--- src/rtl/gate_ctrl_if.sv ---
// gate_ctrl_if -- signal bundle between the parking gate controller and its
// environment.
//
// Purpose : groups the request levels, vehicle code, sensor pulses and all
//           gate/occupancy status outputs of gate_ctrl into one bundle.
// Modports:
//   slave  - the controller: requests/sensors in, status out.
//   master - the environment: drives requests/sensors, observes status.
// Signals :
//   en_left/en_right     request levels from the password FSM
//   din[3:0]             vehicle code, sampled on a request edge
//   pass_left/right      vehicle crossed into that side (pulse)
//   exit_left/right      vehicle left that side (pulse)
//   gate_left/right_open barrier drives
//   count_left/right     per-side occupancy
//   full_left/right      occupancy at capacity
//   reject, timeout      single-cycle event pulses
//   last_code[3:0]       code of the last accepted request
//   state[2:0]           controller state encoding
//   rej_cnt[7:0]         saturating reject counter (GATE_REJECT_CNT_EN only)
interface gate_ctrl_if;
  logic       en_left;
  logic       en_right;
  logic [3:0] din;
  logic       pass_left;
  logic       pass_right;
  logic       exit_left;
  logic       exit_right;
  logic       gate_left_open;
  logic       gate_right_open;
  logic [3:0] count_left;
  logic [3:0] count_right;
  logic       full_left;
  logic       full_right;
  logic       reject;
  logic       timeout;
  logic [3:0] last_code;
  logic [2:0] state;
`ifdef GATE_REJECT_CNT_EN
  logic [7:0] rej_cnt;
`endif

  modport slave (
    input  en_left, en_right, din, pass_left, pass_right, exit_left, exit_right,
    output gate_left_open, gate_right_open, count_left, count_right,
           full_left, full_right, reject, timeout, last_code, state
`ifdef GATE_REJECT_CNT_EN
    , output rej_cnt
`endif
  );

  modport master (
    output en_left, en_right, din, pass_left, pass_right, exit_left, exit_right,
    input  gate_left_open, gate_right_open, count_left, count_right,
           full_left, full_right, reject, timeout, last_code, state
`ifdef GATE_REJECT_CNT_EN
    , input rej_cnt
`endif
  );
endinterface

--- src/rtl/gate_ctrl.sv ---
// gate_ctrl -- left/right barrier gate controller behind the parking
// password FSM.
//
// Purpose : turns rising edges of en_left/en_right into a bounded gate-open
//           window, closes the gate after a vehicle passes or on timeout,
//           and tracks per-side occupancy against CAPACITY, refusing entry
//           to a full side.
// Ports   :
//   clk  - system clock, rising edge
//   rst  - asynchronous active-low reset
//   bus  - gate_ctrl_if.slave (requests, code, sensors in; gates/status out)
// Params  : CAPACITY (1..15), OPEN_CYCLES (>=2), CLOSE_CYCLES (>=1)
// Option  : define GATE_REJECT_CNT_EN to add the saturating 8-bit reject
//           counter output bus.rej_cnt.
module gate_ctrl #(
  parameter int CAPACITY     = 7,
  parameter int OPEN_CYCLES  = 16,
  parameter int CLOSE_CYCLES = 4
) (
  input  logic        clk,
  input  logic        rst,
  gate_ctrl_if.slave  bus
);

  localparam logic [2:0] S_IDLE   = 3'b000;
  localparam logic [2:0] S_OPEN_L = 3'b001;
  localparam logic [2:0] S_OPEN_R = 3'b010;
  localparam logic [2:0] S_CLOSE  = 3'b011;
  localparam logic [2:0] S_REJECT = 3'b100;

  // One timer is shared by the open window and the closing phase.
  localparam int TMAX = (OPEN_CYCLES > CLOSE_CYCLES) ? OPEN_CYCLES : CLOSE_CYCLES;
  localparam int TW   = (TMAX > 1) ? $clog2(TMAX) : 1;
  localparam logic [TW-1:0] T_OPEN  = TW'(OPEN_CYCLES - 1);
  localparam logic [TW-1:0] T_CLOSE = TW'(CLOSE_CYCLES - 1);
  localparam logic [3:0]    CAP     = 4'(CAPACITY);

  logic [2:0]    state_q, state_d;
  logic [TW-1:0] timer_q, timer_d;
  logic          en_left_q, en_right_q;
  logic          req_left, req_right;

  logic          gate_left_q, gate_left_d;
  logic          gate_right_q, gate_right_d;
  logic          reject_q, reject_d;
  logic          timeout_q, timeout_d;
  logic [3:0]    last_code_q, last_code_d;

  // Per-side vectors: index 0 = left, 1 = right.
  logic [1:0]    pass_v, exit_v, inc_v, full_q;
  logic [3:0]    count_q [2];
  logic [3:0]    count_d [2];

  assign req_left  = bus.en_left  & ~en_left_q;
  assign req_right = bus.en_right & ~en_right_q;
  assign pass_v    = {bus.pass_right, bus.pass_left};
  assign exit_v    = {bus.exit_right, bus.exit_left};

  // ---------------------------------------------------------------- state reg
  always_ff @(posedge clk or negedge rst) begin
    if (!rst) begin
      state_q    <= S_IDLE;
      timer_q    <= '0;
      en_left_q  <= 1'b0;
      en_right_q <= 1'b0;
    end else begin
      state_q    <= state_d;
      timer_q    <= timer_d;
      en_left_q  <= bus.en_left;
      en_right_q <= bus.en_right;
    end
  end

  // --------------------------------------------------------------- next state
  always_comb begin
    state_d = state_q;
    timer_d = timer_q;
    case (state_q)
      S_IDLE: begin
        // Left has priority; a simultaneous right edge is simply dropped.
        if (req_left) begin
          if (full_q[0]) begin
            state_d = S_REJECT;
          end else begin
            state_d = S_OPEN_L;
            timer_d = T_OPEN;
          end
        end else if (req_right) begin
          if (full_q[1]) begin
            state_d = S_REJECT;
          end else begin
            state_d = S_OPEN_R;
            timer_d = T_OPEN;
          end
        end
      end
      S_OPEN_L, S_OPEN_R: begin
        // A pass in the last open cycle beats the timeout.
        if (((state_q == S_OPEN_L) && bus.pass_left) ||
            ((state_q == S_OPEN_R) && bus.pass_right) ||
            (timer_q == '0)) begin
          state_d = S_CLOSE;
          timer_d = T_CLOSE;
        end else begin
          timer_d = timer_q - 1'b1;
        end
      end
      S_CLOSE: begin
        if (timer_q == '0) begin
          state_d = S_IDLE;
        end else begin
          timer_d = timer_q - 1'b1;
        end
      end
      S_REJECT: state_d = S_IDLE;
      default:  state_d = S_IDLE;
    endcase
  end

  // ------------------------------------------------------------------ outputs
  always_comb begin
    inc_v[0]     = (state_q == S_OPEN_L) & bus.pass_left;
    inc_v[1]     = (state_q == S_OPEN_R) & bus.pass_right;
    timeout_d    = (((state_q == S_OPEN_L) & ~bus.pass_left) |
                    ((state_q == S_OPEN_R) & ~bus.pass_right)) & (timer_q == '0);
    // REJECT lasts exactly one cycle, so entering it is the pulse.
    reject_d     = (state_d == S_REJECT);
    gate_left_d  = (state_d == S_OPEN_L);
    gate_right_d = (state_d == S_OPEN_R);
    last_code_d  = last_code_q;
    if ((state_q == S_IDLE) && ((state_d == S_OPEN_L) || (state_d == S_OPEN_R))) begin
      last_code_d = bus.din;
    end
  end

  always_ff @(posedge clk or negedge rst) begin
    if (!rst) begin
      gate_left_q  <= 1'b0;
      gate_right_q <= 1'b0;
      reject_q     <= 1'b0;
      timeout_q    <= 1'b0;
      last_code_q  <= 4'd0;
    end else begin
      gate_left_q  <= gate_left_d;
      gate_right_q <= gate_right_d;
      reject_q     <= reject_d;
      timeout_q    <= timeout_d;
      last_code_q  <= last_code_d;
    end
  end

  // ------------------------------------------------------ per-side occupancy
  generate
    for (genvar gi = 0; gi < 2; gi++) begin : g_side
      logic dec;

      // An exit at zero is ignored; inc and dec together cancel.
      always_comb begin
        dec         = exit_v[gi] & (count_q[gi] != 4'd0);
        count_d[gi] = count_q[gi];
        if (inc_v[gi] && !dec) begin
          if (count_q[gi] != CAP) count_d[gi] = count_q[gi] + 4'd1;
        end else if (dec && !inc_v[gi]) begin
          count_d[gi] = count_q[gi] - 4'd1;
        end
      end

      always_ff @(posedge clk or negedge rst) begin
        if (!rst) begin
          count_q[gi] <= 4'd0;
          full_q[gi]  <= 1'b0;
        end else begin
          count_q[gi] <= count_d[gi];
          full_q[gi]  <= (count_d[gi] == CAP);
        end
      end
    end
  endgenerate

`ifdef GATE_REJECT_CNT_EN
  logic [7:0] rej_cnt_q;

  always_ff @(posedge clk or negedge rst) begin
    if (!rst) begin
      rej_cnt_q <= 8'd0;
    end else if (reject_d && (rej_cnt_q != 8'hFF)) begin
      rej_cnt_q <= rej_cnt_q + 8'd1;
    end
  end

  assign bus.rej_cnt = rej_cnt_q;
`endif

  assign bus.state           = state_q;
  assign bus.gate_left_open  = gate_left_q;
  assign bus.gate_right_open = gate_right_q;
  assign bus.count_left      = count_q[0];
  assign bus.count_right     = count_q[1];
  assign bus.full_left       = full_q[0];
  assign bus.full_right      = full_q[1];
  assign bus.reject          = reject_q;
  assign bus.timeout         = timeout_q;
  assign bus.last_code       = last_code_q;

endmodule

--- src/flat_wrapper.sv ---
// flat-port wrapper written by rule: the top's interface ports become plain ports
module gate_ctrl_flat 
#(
  parameter int CAPACITY     = 7,
  parameter int OPEN_CYCLES  = 16,
  parameter int CLOSE_CYCLES = 4
)
  (clk, rst, bus_en_left, bus_en_right, bus_din, bus_pass_left, bus_pass_right, bus_exit_left, bus_exit_right, bus_gate_left_open, bus_gate_right_open, bus_count_left, bus_count_right, bus_full_left, bus_full_right, bus_reject, bus_timeout, bus_last_code, bus_state);
  gate_ctrl_if bus_i ();
  input  logic clk;
  input  logic rst;
  input wire logic [$bits(bus_i.en_left)-1:0] bus_en_left;
  input wire logic [$bits(bus_i.en_right)-1:0] bus_en_right;
  input wire logic [$bits(bus_i.din)-1:0] bus_din;
  input wire logic [$bits(bus_i.pass_left)-1:0] bus_pass_left;
  input wire logic [$bits(bus_i.pass_right)-1:0] bus_pass_right;
  input wire logic [$bits(bus_i.exit_left)-1:0] bus_exit_left;
  input wire logic [$bits(bus_i.exit_right)-1:0] bus_exit_right;
  output wire logic [$bits(bus_i.gate_left_open)-1:0] bus_gate_left_open;
  output wire logic [$bits(bus_i.gate_right_open)-1:0] bus_gate_right_open;
  output wire logic [$bits(bus_i.count_left)-1:0] bus_count_left;
  output wire logic [$bits(bus_i.count_right)-1:0] bus_count_right;
  output wire logic [$bits(bus_i.full_left)-1:0] bus_full_left;
  output wire logic [$bits(bus_i.full_right)-1:0] bus_full_right;
  output wire logic [$bits(bus_i.reject)-1:0] bus_reject;
  output wire logic [$bits(bus_i.timeout)-1:0] bus_timeout;
  output wire logic [$bits(bus_i.last_code)-1:0] bus_last_code;
  output wire logic [$bits(bus_i.state)-1:0] bus_state;
  assign bus_i.en_left = bus_en_left;
  assign bus_i.en_right = bus_en_right;
  assign bus_i.din = bus_din;
  assign bus_i.pass_left = bus_pass_left;
  assign bus_i.pass_right = bus_pass_right;
  assign bus_i.exit_left = bus_exit_left;
  assign bus_i.exit_right = bus_exit_right;
  assign bus_gate_left_open = bus_i.gate_left_open;
  assign bus_gate_right_open = bus_i.gate_right_open;
  assign bus_count_left = bus_i.count_left;
  assign bus_count_right = bus_i.count_right;
  assign bus_full_left = bus_i.full_left;
  assign bus_full_right = bus_i.full_right;
  assign bus_reject = bus_i.reject;
  assign bus_timeout = bus_i.timeout;
  assign bus_last_code = bus_i.last_code;
  assign bus_state = bus_i.state;
  gate_ctrl #(.CAPACITY(CAPACITY), .OPEN_CYCLES(OPEN_CYCLES), .CLOSE_CYCLES(CLOSE_CYCLES)) u_core (.clk(clk), .rst(rst), .bus(bus_i));
endmodule
--- config.mk ---
export PLATFORM = sky130hd
export DESIGN_NAME = gate_ctrl_flat
export DESIGN_NICKNAME = d
export VERILOG_FILES = /design/src/rtl/gate_ctrl_if.sv /design/src/rtl/gate_ctrl.sv /design/src/flat_wrapper.sv
export SDC_FILE = /design/constraint.sdc
export NUM_CORES = 1
export LEC_CHECK = 0
export BUFFER_PORTS_ARGS = -buffer_cell sky130_fd_sc_hd__clkbuf_2
export CELL_PAD_IN_SITES_DETAIL_PLACEMENT = 1
export CELL_PAD_IN_SITES_GLOBAL_PLACEMENT = 1
export CORE_AREA = 8 8 80 68
export CTS_CLUSTER_DIAMETER = 80
export DETAILED_ROUTE_END_ITERATION = 6
export DIE_AREA = 0 0 88 76
export PLACE_DENSITY_LB_ADDON = 0.1
export SYNTH_ARGS = -nofsm -noshare
export SYNTH_HDL_FRONTEND = slang
export SYNTH_SLANG_ARGS = --single-unit
--- constraint.sdc ---
create_clock -name clk -period 2.5 [get_ports clk]
set_clock_uncertainty 0.2 [all_clocks]
set_input_delay 0.625 -clock clk [delete_from_list [all_inputs] [get_ports clk]]
set_output_delay 0.625 -clock clk [all_outputs]
set_load 0.1 [all_outputs]
# --- Word-level counts from Yosys, hierarchy flattened ---
# Index checks and enable logic that the tools add are counted.
totals:
  ff_bits: 27
  in_bits: 12
  out_inout_bits: 21
  word_cells: 87
op_classes:
  add_sub_neg: 5
  n_eq_ne: 14
  n_mux: 20
  n_bitwise: 14
  reduce_logical: 21
ops:
  columns: ["operator", "n"]
  rows:
  - ["4-bit 2-to-1 mux", 12]
  - ["3-bit 2-to-1 mux", 6]
  - ["4-bit one-hot mux with 3 select lines", 1]
  - ["4-bit by 1-bit subtractor with 4-bit output (second input constant)", 3]
  - ["1-bit bitwise AND", 9]
  - ["3-bit by 2-bit equality test with 1-bit output (second input constant)", 3]
  - ["3-bit one-hot mux with 3 select lines", 1]
  - ["4-bit by 1-bit adder with 4-bit output (second input constant)", 2]
  - ["4-bit by 3-bit equality test with 1-bit output (second input constant)", 2]
  - ["4-bit by 3-bit != test with 1-bit output (second input constant)", 2]
  - ["4-bit nonzero test", 2]
  - ["1-bit logical AND", 7]
  - ["3-bit by 1-bit equality test with 1-bit output (second input constant)", 2]
  - ["5-bit AND reduction", 1]
  - ["1-bit zero test", 4]
  - ["4-bit zero test", 1]
  - ["1-bit NOT", 4]
  - ["3-bit equality test (second input constant)", 1]
  - ["3-bit zero test", 1]
  - ["1-bit logical OR", 3]
  - ["3-bit by 1-bit != test with 1-bit output (second input constant)", 1]
  - ["3-bit by 2-bit != test with 1-bit output (second input constant)", 1]
  - ["3-bit != test (second input constant)", 1]
  - ["3-bit nonzero test", 1]
  - ["3 further kinds", 3]

# --- Longest topological paths before layout ---
# Gate-level depths: netlist of the first run.
depth:
  ltp_word: 9
  mapped_depth: 8
  depth_no_buf: 7

# --- Worst setup path after synthesis of the first run ---
# Ideal clock, no wire load.
synth_path:
  path_type: "register to register"
  startpoint: "register u_core.count_q (netlist bit u_core.bus.count_left[0])"
  endpoint: "register u_core.full_q[0] (netlist: u_core.bus.full_left)"
  setup_time_ns: 0.095
  arrival_time_ns: 2.413
  setup_slack_ns: -0.208
  stages_incl_launch_ff: 7
  path_cell_list: "dfrtp_1 -> ha_1 -> nor2b_1 -> o21ai_0 -> a21oi_1 -> mux2_2 -> nor4b_2"
synth_via:
  elab_chain_cells: 6
  word_cells_on_any_way: 12
  classes_between: "2 x add/sub; 2 x eq/ne; 3 x mux; 1 x bitwise; 4 x reduce/logical"
synth_lines:
  columns: ["element", "line", "rtl"]
  rows:
  - ["start, declared", "gate_ctrl.sv:51", "logic [3:0] count_q [2];"]
  - ["start signal, assigned by index", "gate_ctrl.sv:173", "count_q[gi] <= count_d[gi];"]
  - ["branches (longest 4 deep; another with 4-bit by 1-bit subtractor with 4-bit output)", null, null]
  - ["4-bit 2-to-1 mux (*)", "gate_ctrl.sv:161", "if (inc_v[gi] && !dec) begin"]
  - ["4-bit by 3-bit equality test with 1-bit output (*)", "gate_ctrl.sv:174", "full_q[gi] <= (count_d[gi] == CAP);"]
  - ["end signal, assigned by index", "gate_ctrl.sv:174", null]
  - ["end, declared", "gate_ctrl.sv:50", "logic [1:0] pass_v, exit_v, inc_v, full_q;"]
# Mark *: on every way between the ends.
# A chain may end at the register's enable or synchronous reset.

# --- Worst setup path after layout of the first run ---
layout_path:
  startpoint: "register u_core.timer_q[0]"
  endpoint: "register u_core.timer_q[0]"
layout_via:
  elab_chain_cells: 4
  word_cells_on_any_way: 8
  classes_between: "1 x add/sub; 1 x eq/ne; 3 x mux; 3 x reduce/logical"
layout_lines:
  columns: ["element", "line", "rtl"]
  rows:
  - ["start, declared", "gate_ctrl.sv:39", "logic [TW-1:0] timer_q, timer_d;"]
  - ["start signal, assigned", "gate_ctrl.sv:68", "timer_q <= timer_d;"]
  - ["branches (longest 4 deep; another with 4-bit by 1-bit subtractor with 4-bit output)", null, null]
# Several ways; the timed one is not identified. The select of a mux whose other input is x is not followed.

==> results of run 1 <==
==> path summary, 6_finish.rpt <==
kind / from / to / slack, ns / cells after the start
max reg2reg: u_core.timer_q[0] / u_core.timer_q[0] / 0.16 / 7
min in group clk: bus_en_right / u_core.en_right_q / 0.28 / 1
max in group asynchronous: rst / u_core.bus.count_left[1] / 1.46 / 1
min: rst / u_core.bus.state[1] / 0.17 / 1
min reg2reg: u_core.bus.last_code[1] / u_core.bus.last_code[1] / 0.32 / 1
max: u_core.timer_q[0] / u_core.timer_q[0] / 0.16 / 7
==> kinds of logic after synthesis <==
group	after synthesis	share of synthesized area [%]
muxes	8	5.51
buffers and inverters	21	5.05
and+or+nand+nor	62	24.5
xor gates and xnor gates	2	1.09
DFF	27	41.9
adders and majority gates	6	4.66
AOI/OAI and AO/OA	42	17.2
==> per-layer routing <==
layer  GRT usage [%]  routed length (um)
met1            15.7                1940
met2            20.6                1900
met3            3.23                 102
met4            2.06                  19
met5               0                   0
==> through the flow <==
stage                     instance area (sq um)  instances  setup WS [ns]  utilization, %
after floorplan                            1620        168        -0.0681               -
after global placement                     1850        257          0.159            43.4
after detailed placement                   1850        257         0.0918            43.4
after CTS                                  1900        261         0.0710            44.6
after global routing                       1900        261         0.0514            44.6
final                                      1900        261          0.162            44.6
==> cell type report <==
class,instances,area share (%)
repair buffers,36,9.99
clock inverters,1,0.394
flip-flops and latches,27,35.7
inverters,14,2.76
multi-input cells,120,45.0
well taps,60,3.94
clock buffers,3,2.17
==> sequential cells by signal, summed over array words and instances (netlist names) <==
signal                      count
u_core.bus.count_left           4
u_core.bus.count_right          4
u_core.bus.last_code            4
u_core.timer_q                  4
u_core.bus.state                3
u_core.bus.full_left            1
u_core.bus.full_right           1
u_core.bus.gate_left_open       1
u_core.bus.gate_right_open      1
u_core.bus.reject               1
u_core.bus.timeout              1
u_core.en_left_q                1
u_core.en_right_q               1
==> synth_stat cells (3+ instances only) <==
library cell | number | area share, %
ha_1 | 6 | 4.7
dfrtp_1 | 27 | 42
nor3_1 | 5 | 1.6
nand3_1 | 4 | 1.2
nor2_1 | 7 | 1.6
nor4_1 | 3 | 1.2
a21oi_1 | 11 | 3.4
a22oi_1 | 3 | 1.4
nand2b_1 | 4 | 1.6
inv_1 | 14 | 3.3
nor2b_1 | 3 | 1.2
clkbuf_1 | 5 | 1.2
mux2_2 | 5 | 3.5
nand4_1 | 3 | 1.2
o21ai_0 | 8 | 2.5
nand2_1 | 15 | 3.5
==> results.cfg, run 1 <==
[routing]
firstDrtPassIters = 4
wl_mm = 3.97
drc = 0
routedWlPerCell_um = 15.2
first_iter_violations = 48
postRouteAntennaNets = 0
num_vias = 1371
via_per_inst = 5.25

[critical_path]
start_kind = flip-flop
max_stage_delay_ns = 0.47
cp_max_fo = 8
worstPathRequired_ns = 2.46
critical_path_class = flip-flop to flip-flop
path_cells = inv_1 -> ha_1 -> or3b_1 -> mux2i_1 -> a211oi_2 -> nor2_2 -> mux2_1
critPathSlowestCell = or3b_1
critPathCaptureType = flip-flop
path_buf_inv = 1
critical_path.top_delay_family = simple AND/OR/NAND/NOR gates
arrival_ns = 2.30

[global_route]
first_global_vias = 1452
grt_max_degree = 28
gr-usage-all-layers_pct = 12.4
antenna_found_initial = 0
grt_overflow = 0
grt_pass1_wl_mm = 6.78

[layout]
synthToLayoutAreaGrowth_pct = 18.2
drive_gt1_share_pct = 28.9
final_common_cell = clkbuf_2
final_cell_mix = clkbuf_2 (32), dfrtp_1 (23), nand2_1 (15)
nets = 220
antenna_cells = 0
fillers = 515
regArea_sq_um = 681
multi_input_area_sq_um = 857

[synthesis]
postSynthCellCount = 168
avgSynthCellArea_sq_um = 9.59
yosysWarnings = 0
async_flop_share_pct = 100
syn_nets = 186
synth_edf_count = 0
netlist_area_sq_um = 1610
synth_cell_types = 48
synth_seq_cells = 27
seq_area_frac_synth_pct = 41.9
synth_flop_cell = dfrtp_1

[timing]
worst_pin_slew_ns = 0.668
tns_ns = 0
slew_headroom_pct = 55.5
whs_ns = 0.174
setup_viol = 0
finalCriticalPeriod_ns = 2.34
fmax_ghz = 0.428
maxSlewViolCount = 0
min_period_over_period_pct = 93.5
rsz0062_at_grt = no
finalHoldViolations = 0

[placed_design]
gp_congestion = 0.809
dp.final_hpwl_mm = 3.14
portBuffers = 32

[floorplan]
placementRows = 22
design.die.area_sq_um = 6690
die_w_um = 88
die_h_um = 76
initial_core_util_pct = 37.8
io_pins = 33
core_area_sq_um = 4270

[clocking]
htreeDepth = 1
cts-resized-gates = 0
clk_pin_slew_ns = 0.10
cts_buffers = 3
postCtsSetupRepairBufs = 0
clock-sinks = 27
cts_tree = built
cts_hold_buf = 0
cts.path.max_buffers = 2
clock_latency_ns = 0.27
cts_root_buf = clkbuf_8

[job]
cap_violations = 0

[status]
status = finished clean

[worst_hold_path]
hold_class = input port to asynchronous set/reset pin
Power of run 1 is left out: the tool's default activity adds up to more than one toggle a clock period on the data nets, which glitch-free logic cannot reach.
==> run 2: changes to the inputs <==
Settings changed: REMOVE_ABC_BUFFERS set to 1.
Clock period 2.5 ns to 2.6 ns, I/O delays scaled along.
==> run 2 against run 1 <==
  * Wire length increased by 5.6%
  * Core utilization decreased by 0.23 points
  * Cell area decreased by 0.53%
  * Global-route usage increased by 0.54 points
  * Largest cell class unchanged
==> results.cfg, run 2 (synthesis results as in run 1) <==
[critical_path]
worstPathRequired_ns = 2.57
critPathSlowestCell = or3b_1
reg2reg_depth = 7
max_stage_delay_ns = 0.48
path_buf_inv = 1
critical_path.top_delay_family = simple AND/OR/NAND/NOR gates
path_cells = inv_1 -> ha_1 -> or3b_1 -> mux2i_1 -> a211oi_2 -> nor2_1 -> mux2_1
arrival_ns = 2.36
critPathCaptureType = flip-flop
cp_max_fo = 8
start_kind = flip-flop
path_depth = 7
critical_path_class = flip-flop to flip-flop

[clocking]
cts_buffers = 3
clk_pin_slew_ns = 0.10
clock_latency_ns = 0.28
postCtsSetupRepairBufs = 0
cts_root_buf = clkbuf_8
htreeDepth = 1
cts.path.max_buffers = 2
cts_tree = built
cts-resized-gates = 0
clock-sinks = 27
cts_hold_buf = 0

[timing]
rsz0062_at_grt = no
slew_headroom_pct = 54.6
maxSlewViolCount = 0
tns_ns = 0
worst_pin_slew_ns = 0.682
min_period_over_period_pct = 92.0
whs_ns = 0.189
finalCriticalPeriod_ns = 2.39
setup_viol = 0
finalHoldViolations = 0
fmax_ghz = 0.418
worst_slack_ns = 0.207

[routing]
num_vias = 1438
routedWlPerCell_um = 16.0
wl_mm = 4.19
met1_length_mm = 2.04
first_iter_violations = 42
top_layer = met4
postRouteAntennaNets = 0
wl_met2_mm = 1.86
firstDrtPassIters = 4
via_per_inst = 5.51
drc = 0
routed-wl-met3_um = 266

[layout]
fillers = 518
antenna_cells = 0
nets = 220
regArea_sq_um = 676
synthToLayoutAreaGrowth_pct = 17.5
multi_input_area_sq_um = 855
stdcell_area_sq_um = 1890
drive_gt1_share_pct = 26.4
final_common_cell = clkbuf_2
final_cell_mix = clkbuf_2 (32), dfrtp_1 (27), nand2_1 (15)

[floorplan]
initial_core_util_pct = 37.8
die_h_um = 76
die_w_um = 88
placementRows = 22
core_area_sq_um = 4270
io_pins = 33
design.die.area_sq_um = 6690

[job]
cap_violations = 0

[global_route]
grt_overflow = 0
gr-usage-all-layers_pct = 12.9
antenna_found_initial = 0
first_global_vias = 1442
grt_pass1_wl_mm = 7.12
grt_max_degree = 28

[placed_design]
dp_slack_ns = 0.184
gp_congestion = 0.836
dp.final_hpwl_mm = 3.27
portBuffers = 32
placed_area_sq_um = 1850

[worst_hold_path]
hold_class = input port to asynchronous set/reset pin

[status]
status = finished clean
==> run 2: per-stage QoR <==
step	instances	utilization (%)
global placement	257	43.3
global route	261	44.4
CTS	261	44.4
floorplan	161	-
detailed placement	257	43.3
finish	261	44.4
==> run 2: path summary, 6_finish.rpt <==
path	slack, ns	start	endpoint
max in group asynchronous	1.56	rst	u_core.bus.last_code[1]
hold reg to reg	0.32	u_core.bus.last_code[3]	u_core.bus.last_code[3]
setup reg to reg	0.21	u_core.timer_q[0]	u_core.timer_q[0]
hold / removal	0.19	rst	u_core.timer_q[2]
setup / recovery	0.21	u_core.timer_q[0]	u_core.timer_q[0]
min in group clk	0.31	bus_en_right	u_core.en_right_q
==> run 2: layout make-up <==
class | instances | share of cell area, %
Inverter | 14 | 2.77
Clock buffer | 3 | 2.18
Tap cell | 60 | 3.96
Timing Repair Buffer | 36 | 10.0
Multi-Input combinational cell | 120 | 45.1
Sequential cell | 27 | 35.7
Clock inverter | 1 | 0.264
==> run 2: metal layers <==
layer	vias up	global-route usage (%)
li1	677	-
met1	724	17.8
met2	35	19.2
met3	2	3.88
met4	0	2.57
met5	-	0
Power of run 2 is left out for the same reason.
==> run 3: changes to the inputs <==
Settings changed: CORE_AREA 8 8 80 68 to 2 2 85 71, DIE_AREA 0 0 88 76 to 0 0 87 73.
==> run 3 against run 2 <==
  * Global-route usage rose by 0.61 points
  * Cell area rose by 0.99%
  * Non-clock buffer count rose by 1
  * Sequential share of layout area fell by 0.35 points
  * Maximum frequency rose by 0.51%
  * Wire length fell by 2.1%
  * First-iteration DRC count rose by 64%
  * Sequential cell count did not move
  * Critical endpoint unchanged
  * Final cell count rose by 3.1%
  * Core utilization fell by 10 points
==> results.cfg, run 3 (synthesis results as in run 1) <==
[status]
status = finished clean

[timing]
maxSlewViolCount = 0
worst_pin_slew_ns = 0.708
rsz0062_at_grt = no
slew_headroom_pct = 52.8
setup_viol = 0
fmax_ghz = 0.420
finalCriticalPeriod_ns = 2.38
finalHoldViolations = 0
min_period_over_period_pct = 91.6

[global_route]
gr-usage-all-layers_pct = 13.5
first_global_vias = 1393
grt_max_degree = 28
antenna_found_initial = 0
grt_pass1_wl_mm = 6.76
grt_overflow = 0

[clocking]
cts_hold_buf = 0
clock-sinks = 27
cts.path.max_buffers = 2
cts-resized-gates = 0
postCtsSetupRepairBufs = 0
htreeDepth = 1
cts_tree = built
cts_root_buf = clkbuf_8
clock_latency_ns = 0.27
cts_buffers = 3
clk_pin_slew_ns = 0.10

[critical_path]
cp_max_fo = 8
arrival_ns = 2.34
start_kind = flip-flop
rr_endpoint = u_core.timer_q[0]
worstPathRequired_ns = 2.56
crit_end = u_core.timer_q[0]
critPathCaptureType = flip-flop
regToRegStartpoint = u_core.timer_q[0]
reg2reg_depth = 7
r2r_slack_ns = 0.22
crit_start = u_core.timer_q[0]
critical_path_class = flip-flop to flip-flop

[floorplan]
core_area_sq_um = 5600
initial_core_util_pct = 28.8
io_pins = 33
die_w_um = 87
die_h_um = 73
design.die.area_sq_um = 6350
placementRows = 25

[placed_design]
portBuffers = 32
dp.final_hpwl_mm = 3.18
dp.cells = 265
gp_congestion = 0.781
placed_area_sq_um = 1860

[layout]
stdcell_area_sq_um = 1910
regArea_sq_um = 676
antenna_cells = 0
final_cells = 269
fillers = 675
final_util_pct = 34.2
nets = 221
drive_gt1_share_pct = 26.7
final_common_cell = clkbuf_2
multi_input_area_sq_um = 855
synthToLayoutAreaGrowth_pct = 18.7
final_cell_mix = clkbuf_2 (32), dfrtp_1 (27), nand2_1 (15)

[routing]
via_per_inst = 5.14
postRouteAntennaNets = 0
drc = 0
routedWlPerCell_um = 15.2
firstDrtPassIters = 4
num_vias = 1384
wl_mm = 4.10
first_iter_violations = 69

[job]
cap_violations = 0

[worst_hold_path]
hold_class = input port to asynchronous set/reset pin
==> run 3: changes by cell type in the layout (fill, tap and decap cells not counted), sizes merged <==
| cell | change |
|---|---|
| clkinvlp | +1 |
| buf | +1 |
| clkinv | -1 |
==> run 3: cell type report <==
type                       instances  share of cell area, %
clock buffer                       3                   2.16
clock inverter                     1                  0.392
inverter                          14                   2.75
multi-input combinational        120                   44.7
sequential                        27                   35.3
tap                               67                   4.38
timing repair buffer              37                   10.3
==> run 3: worst min path at each step <==
stage | endpoint | slack, ns | depth (start not counted)
after CTS | u_core.timer_q[0] | 0.22 | 1
after detailed placement | u_core.bus.last_code[0] | 0.29 | 1
after global routing | u_core.bus.timeout | 0.25 | 1
after global placement | u_core.bus.last_code[0] | 0.29 | 1
final | u_core.bus.timeout | 0.21 | 1
after floorplan | u_core.bus.count_left[0] | 0.15 | 0
==> run 3: per-layer routing <==
metal  up-vias  global-route usage [%]  part of all wire (%)
met4         0                    2.60                  0.41
met2        24                    20.5                    44
met1       676                    19.4                    51
met5         -                       0                     0
li1        682                       -                     -
met3         2                    3.73                   4.9
==> run 3: through the flow <==
| step | worst slack, ns | hold WS (ns) | setup TNS [ns] |
|---|---|---|---|
| after global placement | 0.226 | 0.293 | 0 |
| after floorplan | -0.124 | 0.154 | -0.361 |
| after global routing | 0.0912 | 0.252 | 0 |
| after CTS | 0.205 | 0.223 | 0 |
| final | 0.219 | 0.207 | 0 |
| after detailed placement | 0.179 | 0.293 | 0 |
==> run 3: worst max-delay path, stage by stage, from the launching register on <==
cell      delay, ns
dfrtp_1        0.42
inv_1          0.11
ha_1           0.15
or3b_1         0.47
mux2i_1        0.24
a211oi_2       0.08
nor2_1         0.24
mux2_1         0.36
Power of run 3 is left out for the same reason.
